## src/rtl/spi_master.sv

```systemverilog
// Single-byte SPI master with two chip selects, runtime CPOL/CPHA and SCLK rate.
// Optional macro SPI_LSB_FIRST_EN: shift LSB-first in both directions instead of MSB-first.
module spi_master #(
  parameter int unsigned CLK_FREQ_HZ = 100_000_000
) (
  input  logic        clk,
  input  logic        reset,
  input  logic        pulse1,
  input  logic        pulse2,
  input  logic [31:0] speed,
  input  logic        cpol,
  input  logic        cpha,
  input  logic [7:0]  data2send,
  input  logic        miso,
  output logic        sclk,
  output logic        cs1,
  output logic        cs2,
  output logic        mosi,
  output logic [7:0]  data_received,
  output logic [1:0]  state_dbg
);

  // Handshake: pulse1/pulse2 are single-cycle strobes honoured only in S_IDLE;
  // there is no ready/ack, a transfer is complete when both chip selects are high again.

  typedef enum logic [1:0] {
    S_IDLE  = 2'd0,
    S_SHIFT = 2'd1,
    S_END   = 2'd2
  } state_t;

  localparam logic [31:0] CLK_HALF = 32'(CLK_FREQ_HZ / 2);

  state_t      state_q, state_d;
  logic [31:0] half_q, half_calc, half_div;
  logic [31:0] cnt_q;
  logic [3:0]  tog_q;
  logic        sclk_q, cpol_q, cpha_q;
  logic [7:0]  tx_q, rx_q, rx_next, tx_init;
  logic        start, half_tick, sample_now, shift_now;

  // floor(floor(C/2)/s) equals floor(C/(2s)), which keeps the divider 32 bits wide
  always_comb begin
    half_div  = 32'd0;
    half_calc = 32'd1;
    if (speed != 32'd0) begin
      half_div = CLK_HALF / speed;
      if (half_div != 32'd0) half_calc = half_div;
    end
  end

`ifdef SPI_LSB_FIRST_EN
  always_comb begin
    tx_init = 8'd0;
    for (int i = 0; i < 8; i++) tx_init[i] = data2send[7-i];
  end
  assign rx_next = {miso, rx_q[7:1]};
`else
  assign tx_init = data2send;
  assign rx_next = {rx_q[6:0], miso};
`endif

  assign start      = pulse1 | pulse2;
  assign half_tick  = (cnt_q == half_q - 32'd1);
  // tog_q counts completed toggles, so tog_q[0]==0 means the upcoming toggle is odd
  assign sample_now = (tog_q[0] == cpha_q);
  assign shift_now  = !sample_now && (tog_q != 4'd15);

  always_comb begin
    state_d = state_q;
    case (state_q)
      S_IDLE:  if (start) state_d = S_SHIFT;
      S_SHIFT: if (half_tick && tog_q == 4'd15) state_d = S_END;
      S_END:   if (half_tick) state_d = S_IDLE;
      default: state_d = S_IDLE;
    endcase
  end

  always_ff @(posedge clk or negedge reset) begin
    if (!reset) begin
      state_q       <= S_IDLE;
      cs1           <= 1'b1;
      cs2           <= 1'b1;
      mosi          <= 1'b0;
      data_received <= 8'd0;
      sclk_q        <= 1'b0;
      cpol_q        <= 1'b0;
      cpha_q        <= 1'b0;
      half_q        <= 32'd1;
      cnt_q         <= 32'd0;
      tog_q         <= 4'd0;
      tx_q          <= 8'd0;
      rx_q          <= 8'd0;
    end else begin
      state_q <= state_d;
      case (state_q)
        S_IDLE: begin
          if (start) begin
            cpol_q <= cpol;
            cpha_q <= cpha;
            half_q <= half_calc;
            cs1    <= !pulse1;
            cs2    <= pulse1;
            sclk_q <= cpol;
            cnt_q  <= 32'd0;
            tog_q  <= 4'd0;
            rx_q   <= 8'd0;
            if (!cpha) begin
              mosi <= tx_init[7];
              tx_q <= {tx_init[6:0], 1'b0};
            end else begin
              tx_q <= tx_init;
            end
          end
        end
        S_SHIFT: begin
          if (half_tick) begin
            cnt_q  <= 32'd0;
            sclk_q <= ~sclk_q;
            tog_q  <= tog_q + 4'd1;
            if (sample_now) rx_q <= rx_next;
            if (shift_now) begin
              mosi <= tx_q[7];
              tx_q <= {tx_q[6:0], 1'b0};
            end
          end else begin
            cnt_q <= cnt_q + 32'd1;
          end
        end
        S_END: begin
          if (half_tick) begin
            cnt_q         <= 32'd0;
            cs1           <= 1'b1;
            cs2           <= 1'b1;
            data_received <= rx_q;
          end else begin
            cnt_q <= cnt_q + 32'd1;
          end
        end
        default: ;
      endcase
    end
  end

  // In idle (and during reset) sclk follows the live cpol input
  assign sclk      = (state_q == S_IDLE) ? cpol : sclk_q;
  assign state_dbg = state_q;

endmodule

```

## config.mk

```make
export PLATFORM = sky130hd
export DESIGN_NAME = spi_master
export DESIGN_NICKNAME = d
export VERILOG_FILES = /design/src/rtl/spi_master.sv
export SDC_FILE = /design/constraint.sdc
export NUM_CORES = 1
export LEC_CHECK = 0
export ABC_AREA = 1
export CORE_MARGIN = 2
export CORE_UTILIZATION = 40
export DETAILED_ROUTE_END_ITERATION = 8
export SYNTH_ARGS = -nofsm -noshare
export SYNTH_HDL_FRONTEND = slang
export SYNTH_SLANG_ARGS = --single-unit
```

## constraint.sdc

```tcl
create_clock -name clk -period 5.9 [get_ports clk]
set_input_delay 1.18 -clock clk [delete_from_list [all_inputs] [get_ports clk]]
set_output_delay 1.18 -clock clk [all_outputs]
set_load 0.02 [all_outputs]
```

# ---- Word-level counts from Yosys, hierarchy flattened
# Cells that the tools add are included.
dict set report word_totals {
  ff_bits 99
  inputBits 47
  out_inout_bits 14
  word_cells 86
}
dict set report classes {
  n_addsub 3
  n_div 1
  eq_ne 13
  mux 35
  bitwise_logic 2
  n_reduce_logical 20
}
# operator n
set op_table {}
lappend op_table {{32-bit two-way mux} 4}
lappend op_table {{32-bit one-hot mux with 2 select lines} 1}
lappend op_table {{32-bit nonzero test} 2}
lappend op_table {{8-bit two-way mux} 7}
lappend op_table {{32-bit by 1-bit adder with 32-bit output (second input constant)} 1}
lappend op_table {{26-bit by 32-bit divider with 32-bit output (first input constant)} 1}
lappend op_table {{32-bit equality test} 1}
lappend op_table {{8-bit one-hot mux with 2 select lines} 2}
lappend op_table {{32-bit by 1-bit subtractor with 32-bit output (second input constant)} 1}
lappend op_table {{2-bit != test (second input constant)} 7}
lappend op_table {{1-bit two-way mux} 10}
lappend op_table {{3-bit AND reduction} 3}
lappend op_table {{4-bit two-way mux} 2}
lappend op_table {{1-bit one-hot mux with 2 select lines} 4}
lappend op_table {{4-bit one-hot mux with 2 select lines} 1}
lappend op_table {{4-bit AND reduction} 2}
lappend op_table {{2-bit two-way mux} 3}
lappend op_table {{2-bit one-hot mux with 3 select lines} 1}
lappend op_table {{2-bit AND reduction} 3}
lappend op_table {{2-bit nonzero test} 3}
lappend op_table {{5-bit AND reduction} 1}
lappend op_table {{4-bit by 1-bit adder with 4-bit output (second input constant)} 1}
lappend op_table {{4-bit equality test (second input constant)} 1}
lappend op_table {{4-bit != test (second input constant)} 1}
lappend op_table {{other kinds (9)} 11}

# ---- Longest topological paths before layout
dict set report logic_depth {
  ltp_word 6
  mapped_depth 523
  depth_no_buf 505
}

# ---- Worst setup path before layout
# No wires, ideal clock.
dict set report synth_timing {
  path_kind {input-to-reg}
  from {input speed[7]}
  to {register half_q[21]}
  setup_time_ns 0.101
  arrival_time_ns 60.981
  required_ns 5.799
  path_slack_ns -55.181
  cell_stages 486
  path_buffers 30
  path_cell_list {inv_1 -> nand2_2 -> nor3_2 -> nand2_1 -> nor2_1 -> nand2_1 -> nor2_1 -> ha_1 -> o21ai_2 -> a21oi_4 -> nand2_1 -> or2_1 -> nand2_1 -> ha_1 -> nand2_1 -> nand2_1 -> nand2_1 -> nand2_1 -> [450 not listed] -> a21boi_1 -> o21ai_2 -> a21boi_0 -> nor2_1 -> o21ai_1 -> nand2_1 -> inv_1 -> buf_2 -> clkbuf_1 -> a21oi_1 -> ha_1 -> nand2_1 -> o21a_1 -> o221a_2 -> a21boi_1 -> o21ai_1 -> nor2_4 -> o32ai_1}
}
dict set report synth_via {
  elab_chain_len 4
  word_cells_on_any_way 5
  classes_between {div (1); mux (2); reduce/logical (2)}
}
# element line
set synth_rtl {}
lappend synth_rtl {{start: declaration} 10} ;# input logic [31:0] speed,
lappend synth_rtl {{26-bit by 32-bit divider with 32-bit output} 47} ;# half_div = CLK_HALF / speed;
lappend synth_rtl {{32-bit nonzero test} 48} ;# if (half_div != 32'd0) half_calc = half_div;
lappend synth_rtl {{32-bit two-way mux} 48}
lappend synth_rtl {{32-bit two-way mux (*)} 46} ;# if (speed != 32'd0) begin
lappend synth_rtl {{end signal: assignment} 101} ;# half_q <= half_calc;
lappend synth_rtl {{end: declaration} 35} ;# logic [31:0] half_q, half_calc, half_div;
# Mark *: on every way between the ends. The rest lies on a longest branch, timed or not.
# A chain may end at the register's enable or synchronous reset.

# ---- Worst setup path in the final report
dict set report layout_timing {
  from {input speed[28]}
  to {register half_q[22]}
}
# The elaborated chain is that of the path after synthesis.

==> flow_results.xml <==
<?xml version="1.0" encoding="UTF-8"?>
<metrics>
  <group name="detailed_routing">
    <metric name="met2WireLength" unit="mm">65.94</metric>
    <metric name="drc_errors" unit="">0</metric>
    <metric name="detail_route.wirelength" unit="mm">140.4</metric>
    <metric name="detail_route.iter0.violations" unit="">2881</metric>
    <metric name="detail_route.first_pass.iterations" unit="">6</metric>
    <metric name="wl_per_cell" unit="µm">15.45</metric>
    <metric name="vias_per_cell" unit="">5.073</metric>
    <metric name="route.met3.wl" unit="mm">6.886</metric>
    <metric name="vias" unit="">46110</metric>
    <metric name="route.antenna.remaining_nets" unit="">0</metric>
    <metric name="dr.max_layer_used" unit="">met4</metric>
    <metric name="met1Wirelength" unit="mm">63.29</metric>
  </group>
  <group name="logic_synthesis">
    <metric name="synth_area" unit="mm²">0.03511</metric>
    <metric name="seq_area_frac_synth" unit="">0.07066</metric>
    <metric name="synthesis.instances" unit="">5685</metric>
    <metric name="post_synthesis_sequential_element_count" unit="">99</metric>
    <metric name="synth_enable_flop_cells" unit="">0</metric>
    <metric name="syn-num-nets" unit="">6233</metric>
    <metric name="synth_largest_type_area_fraction" unit="">0.1785</metric>
    <metric name="yosys.area.top_type" unit="">sky130_fd_sc_hd__ha_1</metric>
    <metric name="syn_avg_cell_area" unit="µm²">6.177</metric>
    <metric name="async_flop_share" unit="">1.000</metric>
    <metric name="ys_top_cells_by_area" unit="">sky130_fd_sc_hd__ha_1 (18%), sky130_fd_sc_hd__nand2_1 (15%), sky130_fd_sc_hd__inv_1 (8.3%)</metric>
    <metric name="dominantRegCellSynth" unit="">sky130_fd_sc_hd__dfrtp_1</metric>
    <metric name="synthDistinctLibCells" unit="">93</metric>
    <metric name="synth-warning-count" unit="">0</metric>
  </group>
  <group name="finish">
    <metric name="stdcell_count" unit="">9088</metric>
    <metric name="diodes" unit="">0</metric>
    <metric name="synth_to_final_area_change" unit="%">69.39</metric>
    <metric name="ratio_of_cells_with_drive_above_1_in_the_final_layout" unit="">0.4504</metric>
    <metric name="num-nets-final" unit="">8476</metric>
  </group>
  <group name="floorplan">
    <metric name="floorplan.rows" unit="">108</metric>
    <metric name="die_width" unit="µm">300.3</metric>
    <metric name="pin_count" unit="">61</metric>
    <metric name="design.die.area" unit="mm²">0.09017</metric>
    <metric name="core-area" unit="mm²">0.08689</metric>
    <metric name="initial_core_util" unit="">0.4041</metric>
    <metric name="die_y" unit="µm">300.3</metric>
  </group>
  <group name="clock_tree">
    <metric name="cts_max_level" unit="">3</metric>
    <metric name="clock_sinks" unit="">99</metric>
    <metric name="cts_buffers" unit="">9</metric>
    <metric name="clk_latency" unit="ns">0.37</metric>
    <metric name="clock_tree.root_cell" unit="">sky130_fd_sc_hd__clkbuf_16</metric>
    <metric name="path_clk_slew" unit="ns">0.07</metric>
    <metric name="largest_buffer_count_on_any_clock_path" unit="">2</metric>
    <metric name="tritoncts" unit="">yes</metric>
    <metric name="cts_hold_buffers" unit="">0</metric>
  </group>
  <group name="critical_path">
    <metric name="worst_path_most_repeated_cell" unit="">sky130_fd_sc_hd__nand2_2</metric>
    <metric name="critPathSlowestCell" unit="">sky130_fd_sc_hd__ha_1</metric>
    <metric name="largest_fanout_of_any_net_on_the_critical_path" unit="">13</metric>
    <metric name="timing.critical_path.to_type" unit="">flop</metric>
    <metric name="cp_slowest_stage_delay" unit="ns">0.38</metric>
    <metric name="arrival" unit="ns">60.73</metric>
    <metric name="worstPathRequired" unit="ns">6.13</metric>
    <metric name="timing.critical_path.from_type" unit="">input pin</metric>
    <metric name="critical_path_class" unit="">in -&gt; reg</metric>
  </group>
  <group name="power">
    <metric name="net-switching-power" unit="µW">2178</metric>
    <metric name="pwr-share-comb" unit="">0.695</metric>
    <metric name="fraction_of_power_consumed_by_the_clock_network" unit="">0.125</metric>
    <metric name="seqPwrFrac" unit="">0.180</metric>
    <metric name="sw_frac_of_total" unit="">0.4659</metric>
    <metric name="power_report.internal_total" unit="µW">2496</metric>
    <metric name="cellPowerDensity" unit="mW/mm²">78.58</metric>
    <metric name="peakVddDrop" unit="mV">0.2891</metric>
    <metric name="leakagePower" unit="µW">0.03174</metric>
  </group>
  <group name="sta">
    <metric name="final-max-slew-violation-count" unit="">0</metric>
    <metric name="setup_ws" unit="ns">-54.60</metric>
    <metric name="fin_skew" unit="ns">0.009564</metric>
    <metric name="setup_viol_count_final" unit="">26</metric>
    <metric name="hold_viol_final" unit="">0</metric>
    <metric name="timing.slew.headroom" unit="">0.2692</metric>
    <metric name="finalCritPeriodShare" unit="">10.25</metric>
    <metric name="hold_slack" unit="ns">0.4791</metric>
    <metric name="period_needed" unit="ns">60.50</metric>
    <metric name="grt_setup_unrepaired" unit="">yes</metric>
    <metric name="fmax" unit="MHz">16.53</metric>
    <metric name="max_slew.worst_pin.slew" unit="ns">1.094</metric>
  </group>
  <group name="run_status">
    <metric name="run_status" unit="">finished, violations left</metric>
    <metric name="failed_checks" unit="">setup timing</metric>
  </group>
  <group name="grt">
    <metric name="grt_pass1_wl" unit="mm">212.5</metric>
    <metric name="vias_in_the_first_global_route" unit="">43360</metric>
    <metric name="grt-ovfl-total" unit="">0</metric>
    <metric name="grt_antenna_before_repair" unit="">0</metric>
    <metric name="track_usage" unit="">0.2834</metric>
    <metric name="grt_start_max_net_pins" unit="">68</metric>
  </group>
  <group name="place">
    <metric name="total_placed_cells_including_tap_cells" unit="">8719</metric>
    <metric name="globalplace.congestion" unit="">0.9193</metric>
    <metric name="setup_slack_placement" unit="ns">-56.42</metric>
    <metric name="port_buffers" unit="">60</metric>
    <metric name="hpwlAfterDp" unit="mm">103.8</metric>
  </group>
  <group name="job">
    <metric name="maxCapViolations" unit="">0</metric>
  </group>
  <group name="worst_hold_path">
    <metric name="timing.hold.worst.class" unit="">reg -&gt; reg</metric>
  </group>
</metrics>
==> kinds of logic (layout without fill, tap and decap cells) <==
kind of cell             after synthesis  in the layout  share of synthesized area
AND/OR/NAND/NOR                     2443           2446                     0.3084
AO/OA/AOI/OAI                       1211           1211                     0.2117
buffers and inverters                958           3203                     0.1125
adder cells (fa/ha/maj)              501            501                     0.1785
XOR/XNOR                             463            463                     0.1155
flip-flops                            99             99                    0.07066
multiplexers                           9              9                   0.002601
other                                  1              1                  0.0001068
==> synthesized netlist by cell type, types with 18 or more instances <==
| cell type | count |
|---|---|
| sky130_fd_sc_hd__a21oi_1 | 512 |
| sky130_fd_sc_hd__nor3_1 | 56 |
| sky130_fd_sc_hd__o21a_1 | 18 |
| sky130_fd_sc_hd__a31oi_1 | 18 |
| sky130_fd_sc_hd__buf_4 | 29 |
| sky130_fd_sc_hd__nand2_1 | 1363 |
| sky130_fd_sc_hd__nor2_1 | 401 |
| sky130_fd_sc_hd__xnor2_1 | 139 |
| sky130_fd_sc_hd__a21oi_2 | 32 |
| sky130_fd_sc_hd__o21bai_1 | 58 |
| sky130_fd_sc_hd__o22ai_1 | 34 |
| sky130_fd_sc_hd__nand4_1 | 49 |
| sky130_fd_sc_hd__nand3_1 | 291 |
| sky130_fd_sc_hd__nand2_2 | 65 |
| sky130_fd_sc_hd__o21ai_1 | 98 |
| sky130_fd_sc_hd__a211oi_1 | 22 |
| sky130_fd_sc_hd__buf_2 | 37 |
| sky130_fd_sc_hd__inv_2 | 56 |
| sky130_fd_sc_hd__a21o_1 | 24 |
| sky130_fd_sc_hd__ha_1 | 501 |
| sky130_fd_sc_hd__or2_2 | 63 |
| sky130_fd_sc_hd__xor2_1 | 324 |
| sky130_fd_sc_hd__nor4_1 | 22 |
| sky130_fd_sc_hd__clkbuf_1 | 27 |
| sky130_fd_sc_hd__o211ai_1 | 22 |
| sky130_fd_sc_hd__inv_1 | 773 |
| sky130_fd_sc_hd__o21ai_0 | 189 |
| sky130_fd_sc_hd__o21ai_2 | 53 |
| sky130_fd_sc_hd__nand3_2 | 51 |
| sky130_fd_sc_hd__o31ai_1 | 18 |
| sky130_fd_sc_hd__dfrtp_1 | 96 |
==> flip-flops by register name, indices dropped and copies added (netlist names) <==
name	cells
tog_q	4
mosi	1
state_dbg	2
cnt_q	32
sclk_q	1
data_received	8
cs2	1
rx_q	8
tx_q	8
cpha_q	1
cs1	1
half_q	32
==> stage by stage <==
step	power, µW	TNS [ns]	util	cell area [µm²]
after CTS	4403	-962.31	0.6388	55510
after global routing	4994	-1041.26	0.6846	59480
after floorplan	2500	-927.93	-	36760
final	4674	-976.06	0.6846	59480
after detailed placement	3703	-1017.43	0.6041	52490
after global placement	3648	-985.77	0.6041	52490
==> per-layer routing <==
| layer | GRT usage | vias up |
|---|---|---|
| li1 | - | 23380 |
| met1 | 0.3803 | 21180 |
| met2 | 0.4944 | 1244 |
| met3 | 0.02153 | 295 |
| met4 | 0.05929 | 0 |
| met5 | 0 | - |
==> critical path, delay by kind of cell <==
family                     cells  cell delay, ns
AOI/OAI and AO/OA            149           20.77
xor gates and xnor gates       2            0.35
adders and majority gates     30            7.83
buffers and inverters        102           11.02
muxes                          1            0.33
and+or+nand+nor              194           18.95
==> layout by cell type (no fill, tap or decap), drive strengths merged, types with 22 or more instances in the layout <==
master / synthesis / layout
buf: 88 / 2295
nand2: 1436 / 1437
inv: 832 / 828
a21oi: 547 / 547
ha: 501 / 501
nor2: 426 / 426
nand3: 345 / 347
o21ai: 341 / 341
xor2: 324 / 324
xnor2: 139 / 139
dfrtp: 96 / 96
o21bai: 75 / 75
or2: 71 / 71
nor3: 64 / 64
nand4: 49 / 49
clkbuf: 32 / 35
o22ai: 34 / 34
clkdlybuf4s50: 0 / 27
a21o: 25 / 25
o211ai: 25 / 25
a211oi: 25 / 25
o31ai: 23 / 23
nor4: 22 / 22
a31oi: 22 / 22
a21boi: 22 / 22
==> worst paths after layout <==
check                                           start                     end  slack [ns]  cells past startpoint
worst min register to register    tx_q[4]$_DFFE_PN0P_     tx_q[4]$_DFFE_PN0P_        0.48                      2
worst max-delay path                        speed[28]  half_q[22]$_DFFE_PN0P_      -54.60                    478
worst min-delay path              tx_q[4]$_DFFE_PN0P_     tx_q[4]$_DFFE_PN0P_        0.48                      2
worst max register to register  half_q[2]$_DFFE_PN0P_     rx_q[2]$_DFFE_PN0P_        0.44                     25
max in group asynchronous                       reset         cs2$_DFFE_PN1P_        4.05                      2
min in group asynchronous                       reset    tog_q[1]$_DFFE_PN0P_        0.90                      1
==> power groups by stage <==
stage                     registers [µW]  logic, µW  clock network [µW]
after floorplan                      874       1630                   0
after global placement               848       2800                   0
after detailed placement             852       2850                   0
after CTS                            840       2980                 586
after global routing                 853       3520                 620
final                                842       3250                 583
==> final cells by class <==
class	instances	area [µm²]
Tap cell	1155	1445
Clock buffer	12	256.5
Timing Repair Buffer	2349	18200
Fill cell	6928	27410
Sequential cell	99	2481
Clock inverter	4	25.02
Inverter	837	3292
Multi-Input combinational cell	4631	33780
Timing Repair inverter	1	3.754
==> timing repair <==
| action | 4_1_cts | 5_1_grt |
|---|---|---|
| cloned | 10 | 3 |
| resized for setup | 277 | 701 |
| endpoints found under the hold margin | 0 | 0 |
| pin swaps | 199 | 502 |
| setup buffers | 187 | 155 |
| setup endpoints to repair | 27 | 35 |
Power figures use the tool's default switching activity.
